==> src/rtl/fp_alu_sequencer.sv <==
// Command sequencer for the float ALU: accepts one command, drives the ALU start/ready/valid
// handshake under a timeout guard, returns a response and accumulates sticky exception flags.
module fp_alu_sequencer #(
    parameter int N       = 32,
    parameter int TIMEOUT = 64,
    parameter int TW      = 7
) (
    input  logic         clk,
    input  logic         rst_n,
    input  logic         cmd_valid,
    output logic         cmd_ready,
    input  logic [N-1:0] cmd_op_a,
    input  logic [N-1:0] cmd_op_b,
    input  logic [2:0]   cmd_op_code,
    input  logic         cmd_mode_fp,
    input  logic         cmd_round_mode,
    output logic [N-1:0] alu_op_a,
    output logic [N-1:0] alu_op_b,
    output logic [2:0]   alu_op_code,
    output logic         alu_mode_fp,
    output logic         alu_round_mode,
    output logic         alu_start,
    output logic         alu_ready_in,
    input  logic         alu_ready_out,
    input  logic         alu_valid_out,
    input  logic [N-1:0] alu_result,
    input  logic [4:0]   alu_flags,
    output logic         rsp_valid,
    input  logic         rsp_ready,
    output logic [N-1:0] rsp_result,
    output logic [4:0]   rsp_flags,
    output logic [1:0]   rsp_status,
    output logic [4:0]   fflags,
    input  logic         fflags_clr,
    output logic         busy
);

    typedef enum logic [1:0] {IDLE, ISSUE, WAIT, RESP} state_t;

    localparam logic [2:0]    OP_DIV     = 3'd3;
    localparam logic [1:0]    ST_OK      = 2'b00;
    localparam logic [1:0]    ST_TIMEOUT = 2'b01;
    localparam logic [1:0]    ST_ILLEGAL = 2'b10;
    localparam logic [TW-1:0] CNT_LAST   = TW'(TIMEOUT - 1);

    state_t        state, state_nx;
    logic [TW-1:0] cnt;
    logic          accept, legal_op, done, timeout, active;

    assign accept   = (state == IDLE) && cmd_valid;
    assign legal_op = (cmd_op_code <= OP_DIV);
    assign active   = (state == ISSUE) || (state == WAIT);
    assign done     = (state == WAIT) && alu_valid_out;
    // Completion in the final allowed cycle beats the timeout.
    assign timeout  = active && (cnt == CNT_LAST) && !done;

    assign cmd_ready    = (state == IDLE);
    assign alu_start    = (state == ISSUE);
    assign alu_ready_in = (state == WAIT);
    assign rsp_valid    = (state == RESP);
    assign busy         = (state != IDLE);

    always_ff @(posedge clk or negedge rst_n) begin
        if (!rst_n) state <= IDLE;
        else        state <= state_nx;
    end

    always_comb begin
        state_nx = state;
        case (state)
            IDLE:  if (cmd_valid) state_nx = legal_op ? ISSUE : RESP;
            ISSUE: begin
                if (timeout)            state_nx = RESP;
                else if (alu_ready_out) state_nx = WAIT;
            end
            WAIT:  if (done || timeout) state_nx = RESP;
            RESP:  if (rsp_ready) state_nx = IDLE;
            default: state_nx = IDLE;
        endcase
    end

    always_ff @(posedge clk or negedge rst_n) begin
        if (!rst_n) begin
            alu_op_a       <= '0;
            alu_op_b       <= '0;
            alu_op_code    <= '0;
            alu_mode_fp    <= 1'b0;
            alu_round_mode <= 1'b0;
            rsp_result     <= '0;
            rsp_flags      <= '0;
            rsp_status     <= '0;
            cnt            <= '0;
        end else if (accept) begin
            alu_op_a       <= cmd_op_a;
            alu_op_b       <= cmd_op_b;
            alu_op_code    <= cmd_op_code;
            alu_mode_fp    <= cmd_mode_fp;
            alu_round_mode <= cmd_round_mode;
            cnt            <= '0;
            if (!legal_op) begin
                rsp_result <= '0;
                rsp_flags  <= '0;
                rsp_status <= ST_ILLEGAL;
            end
        end else if (active) begin
            cnt <= cnt + TW'(1);
            if (done) begin
                rsp_result <= alu_result;
                rsp_flags  <= alu_flags;
                rsp_status <= ST_OK;
            end else if (timeout) begin
                rsp_result <= '0;
                rsp_flags  <= '0;
                rsp_status <= ST_TIMEOUT;
            end
        end
    end

    // A clear coinciding with a capture keeps only the newly captured flags.
    always_ff @(posedge clk or negedge rst_n) begin
        if (!rst_n) fflags <= '0;
        else        fflags <= (fflags_clr ? 5'b0 : fflags) | (done ? alu_flags : 5'b0);
    end

endmodule

==> config.mk <==
export PLATFORM = sky130hd
export DESIGN_NAME = fp_alu_sequencer
export DESIGN_NICKNAME = d
export VERILOG_FILES = /design/src/rtl/fp_alu_sequencer.sv
export SDC_FILE = /design/constraint.sdc
export NUM_CORES = 1
export LEC_CHECK = 0
export ABC_CLOCK_PERIOD_IN_PS = 3700
export CORE_MARGIN = 1
export CORE_UTILIZATION = 30
export CTS_CLUSTER_DIAMETER = 80
export DETAILED_ROUTE_END_ITERATION = 12
export MAX_ROUTING_LAYER = met4
export PLACE_DENSITY_LB_ADDON = 0.1
export SLEW_MARGIN = 20
export SYNTH_ARGS = -nofsm -noshare
export SYNTH_HDL_FRONTEND = slang
export SYNTH_SLANG_ARGS = --single-unit
==> constraint.sdc <==
create_clock -name clk -period 3.7 [get_ports clk]
set_input_delay 0.925 -clock clk [delete_from_list [all_inputs] [get_ports clk]]
set_output_delay 0.925 -clock clk [all_outputs]
set_load 0.1 [all_outputs]
==> results.md <==
- Status: finished, final reports clean
- CTS tree: yes
- Period Utilization, post-route: 77.00%
- Setup-failing EPs final: 0
- Final Skew: 0.01025 ns
- Worst Path Arrival: 1.92 ns
- Post-synthesis share of cell area spent on xor and xnor gates: 0.8640%
- First-pass GRT wire length: 23200 um
- Reg-to-reg endpoint: rsp_flags[2]
- Simple-Gate Fraction of Synth Area: 25.67%
- Synthesized area per cell: 9.300 sq um
- Hold Path Class: flop to flop
- Post-synthesis register bit count: 122
- Endpoint, Worst Hold: alu_mode_fp
- Sequential fraction of the synthesis area: 60.23%
- Row cnt: 47
- R2r worst-path depth: 8
- Initial standard-cell utilization of the core: 30.67%
- WL met2: 6821 um
- Worst setup path class: flop to output pin
- Die ar.: 0.01742 sq mm
- Type of destination of the critical path: output pin
- Root buffer selected by CTS: clkbuf_16
- Routed length on met1: 6431 um
- Average wire length per cell after detail routing: 14.41 um
- Vias per inst: 4.420
- Hold path startpoint: alu_mode_fp
- Routed wire length: 14380 um
- Dominant combinational cell family by area after synthesis: simple AND/OR/NAND/NOR gates
- Routed Antenna Nets: 0
- Cells along the critical path: clkdlybuf4s50_1
- Post-synthesis cell area: 0.005069 sq mm
- Adder-Cell Fraction of Synth Area: 1.481%
- Count of buffers inserted at the top-level ports: 230
- GRT Residual Overflow: 0
- Number of H-tree levels: 4
- Crit Reg-Reg Startpoint: state[1]
- Filler Cell Count: 1554
- Number of search-and-repair iterations in the first detailed-routing pass: 4
- Net Count, Synth: 664
- Crit-path max FO: 2
- Post-synth top area share: 60.23%
- Number of buffer and inverter stages on the critical path: 1
- Die height: 132.0 um
- Core area: 0.01652 sq mm
- Type of element launching the critical path: flop
- Total number of cells along the worst setup path: 1
- Number of design rule violations left after detail routing: 0
- Met3 routed wirelength: 858 um
- Commonest cells after routing, fill and taps aside: nand2_1 (253), clkdlybuf4s50_1 (201), dfrtp_1 (122), buf_4 (34), nand3_1 (31)
- # diodes: 0
- Layout overhead on the synthesized area: 59.22%
- Final max-slew violation count: 0
- Critical Path RT: 2.77 ns
- Via count of the first global-routing pass: 4395
- Placed cell area: 0.007455 sq mm
- Reg clk slew, reported paths: 0.06 ns
- Final Hold Violating Endpoints: 0
- Share of cells above drive strength 1: 11.18%
- Cell taking the most area after synthesis: dfrtp_1
- Final TNS setup: 0 ns
- Total number of nets in the final design: 886
- Number of vias in the routed layout: 4411
- Transition time of the tightest slew-check pin: 1.007 ns
- Global routing usage summed across all routing layers: 17.68%
- Most common cell after layout, fill and taps aside: nand2_1
- Number of instances in the synthesized netlist: 545
- Sinks on the clock net: 122
- Fmax achieved: 351.0 MHz
- Largest net degree at the start of global routing: 123
- Synthesized-area fraction occupied by ao, oa, aoi and oai cells: 6.517%
- Cell type group with the largest total delay on the critical path: buffers and inverters
- Minimum setup slack among reg-to-reg paths: 1.16 ns
- Max Root-Sink Buffers: 2
- Warnings, synthesis: 0
- Clock latency on the worst-skew pair: 0.41 ns
- Maximum cell stage delay along the critical path: 1.15 ns
- Die span in x: 132.0 um
- Post-CTS Hold Buffers: 0
- Unrepaired setup endpoints after global routing: false
- Ports placed on the boundary: 231
- Headroom to the max-slew limit: 32.68%
- Layout Cell Area excl Fill: 0.008070 sq mm
- Synth cell types: 34
- Number of CTS-inserted buffers: 17
- Hold-critical path depth: 2
- Top routing layer in use: met4
- Post-route minimum period: 2.849 ns
- Post-CTS setup-driven buffer insertion count: 0
- Cell type of the slowest stage on the worst timing path: clkdlybuf4s50_1
- Number of gates resized after CTS: 0
- Detailed placer's ending HPWL: 9992 um
- Max-cap violations: 0
- Antenna violations before repair: 0
- Leading cell types by total area after synthesis: dfrtp_1 (60%), nand2_1 (19%), nand3_1 (3.1%), o21ai_1 (2.9%), ha_1 (1.5%)
- DRC marker count from the first detailed-route iteration: 206
- Routability cong.: 0.7963
- Proportion of synthesized area in mux cells: 0.3950%
==> cells in the mapped netlist <==
cell / number
nand2b_1: 2
and2_1: 2
buf_12: 2
o21ai_1: 29
nand3_2: 6
a22oi_1: 1
dfrtp_1: 122
buf_8: 1
a221oi_2: 1
a311oi_1: 1
buf_1: 1
nor4_4: 1
mux2i_1: 2
and2_4: 1
nand2_1: 254
o21ai_2: 8
xnor2_1: 1
nand4_1: 2
nor2_1: 10
and3_4: 1
clkbuf_1: 16
clkbuf_2: 1
or3_1: 1
buf_2: 10
nand3_1: 31
o21ai_0: 8
ha_1: 6
xor2_1: 4
buf_6: 3
o22ai_1: 1
and4b_1: 1
a21oi_1: 4
inv_1: 10
o211a_4: 1
==> logic make-up after synthesis <==
family / after synthesis
AO/OA/AOI/OAI: 54
XOR/XNOR: 5
adder cells (fa/ha/maj): 6
buffers and inverters: 44
flip-flops: 122
multiplexers: 2
AND/OR/NAND/NOR: 312
==> cell type report <==
class | instances | area, sq um | share of cell area, %
Multi-Input combinational cell | 379 | 1782 | 22.08
Tap cell | 220 | 275.3 | 3.411
Clock buffer | 21 | 470.5 | 5.829
Sequential cell | 122 | 3053 | 37.83
Timing Repair Buffer | 237 | 2307 | 28.59
Inverter | 10 | 37.54 | 0.4651
Clock inverter | 9 | 145.1 | 1.798
==> registers in the layout, indices dropped and copies added, names as in the netlist <==
name	flops
alu_mode_fp	1
alu_op_a	32
alu_op_b	32
alu_op_code	3
alu_round_mode	1
cnt	7
fflags	5
rsp_flags	5
rsp_result	32
rsp_status	2
state	2
==> routing by layer <==
layer	up-vias	GRT usage (%)
met4	0	6.654
li1	2170	-
met5	-	-
met3	18	5.306
met1	2077	21.63
met2	146	27.48
==> worst max-delay path by stage <==
stage	to	slack, ns	from
2_1_floorplan	busy	0.72	state[0]
3_3_place_gp	rsp_result[21]	0.90	cmd_valid
3_5_place_dp	rsp_result[20]	0.86	cmd_valid
4_1_cts	alu_op_b[4]	0.83	alu_op_b[4]
5_1_grt	rsp_result[11]	0.80	rsp_result[11]
6_report	alu_op_b[4]	0.85	alu_op_b[4]
==> per-stage QoR <==
stage	cells	setup WS (ns)	util (%)	hold slack, ns
after global routing	998	0.7962	48.84	0.4882
after global placement	968	0.9045	45.11	0.4565
after CTS	998	0.8281	48.84	0.4753
after detailed placement	968	0.8610	45.11	0.4620
final	998	0.8511	48.84	0.4685
after floorplan	545	0.7200	-	0.4980
==> worst reg2reg max path: stages, from the launching register on <==
cell	delay, ns
dfrtp_1	0.41
inv_1	0.10
ha_1	0.50
and3_4	0.29
and2_4	0.16
o211a_4	0.52
buf_12	0.27
nand3_1	0.11
o21ai_2	0.09
Power is not shown: default switching activity piles up to over one toggle a cycle in this logic, so the estimate is an artifact.
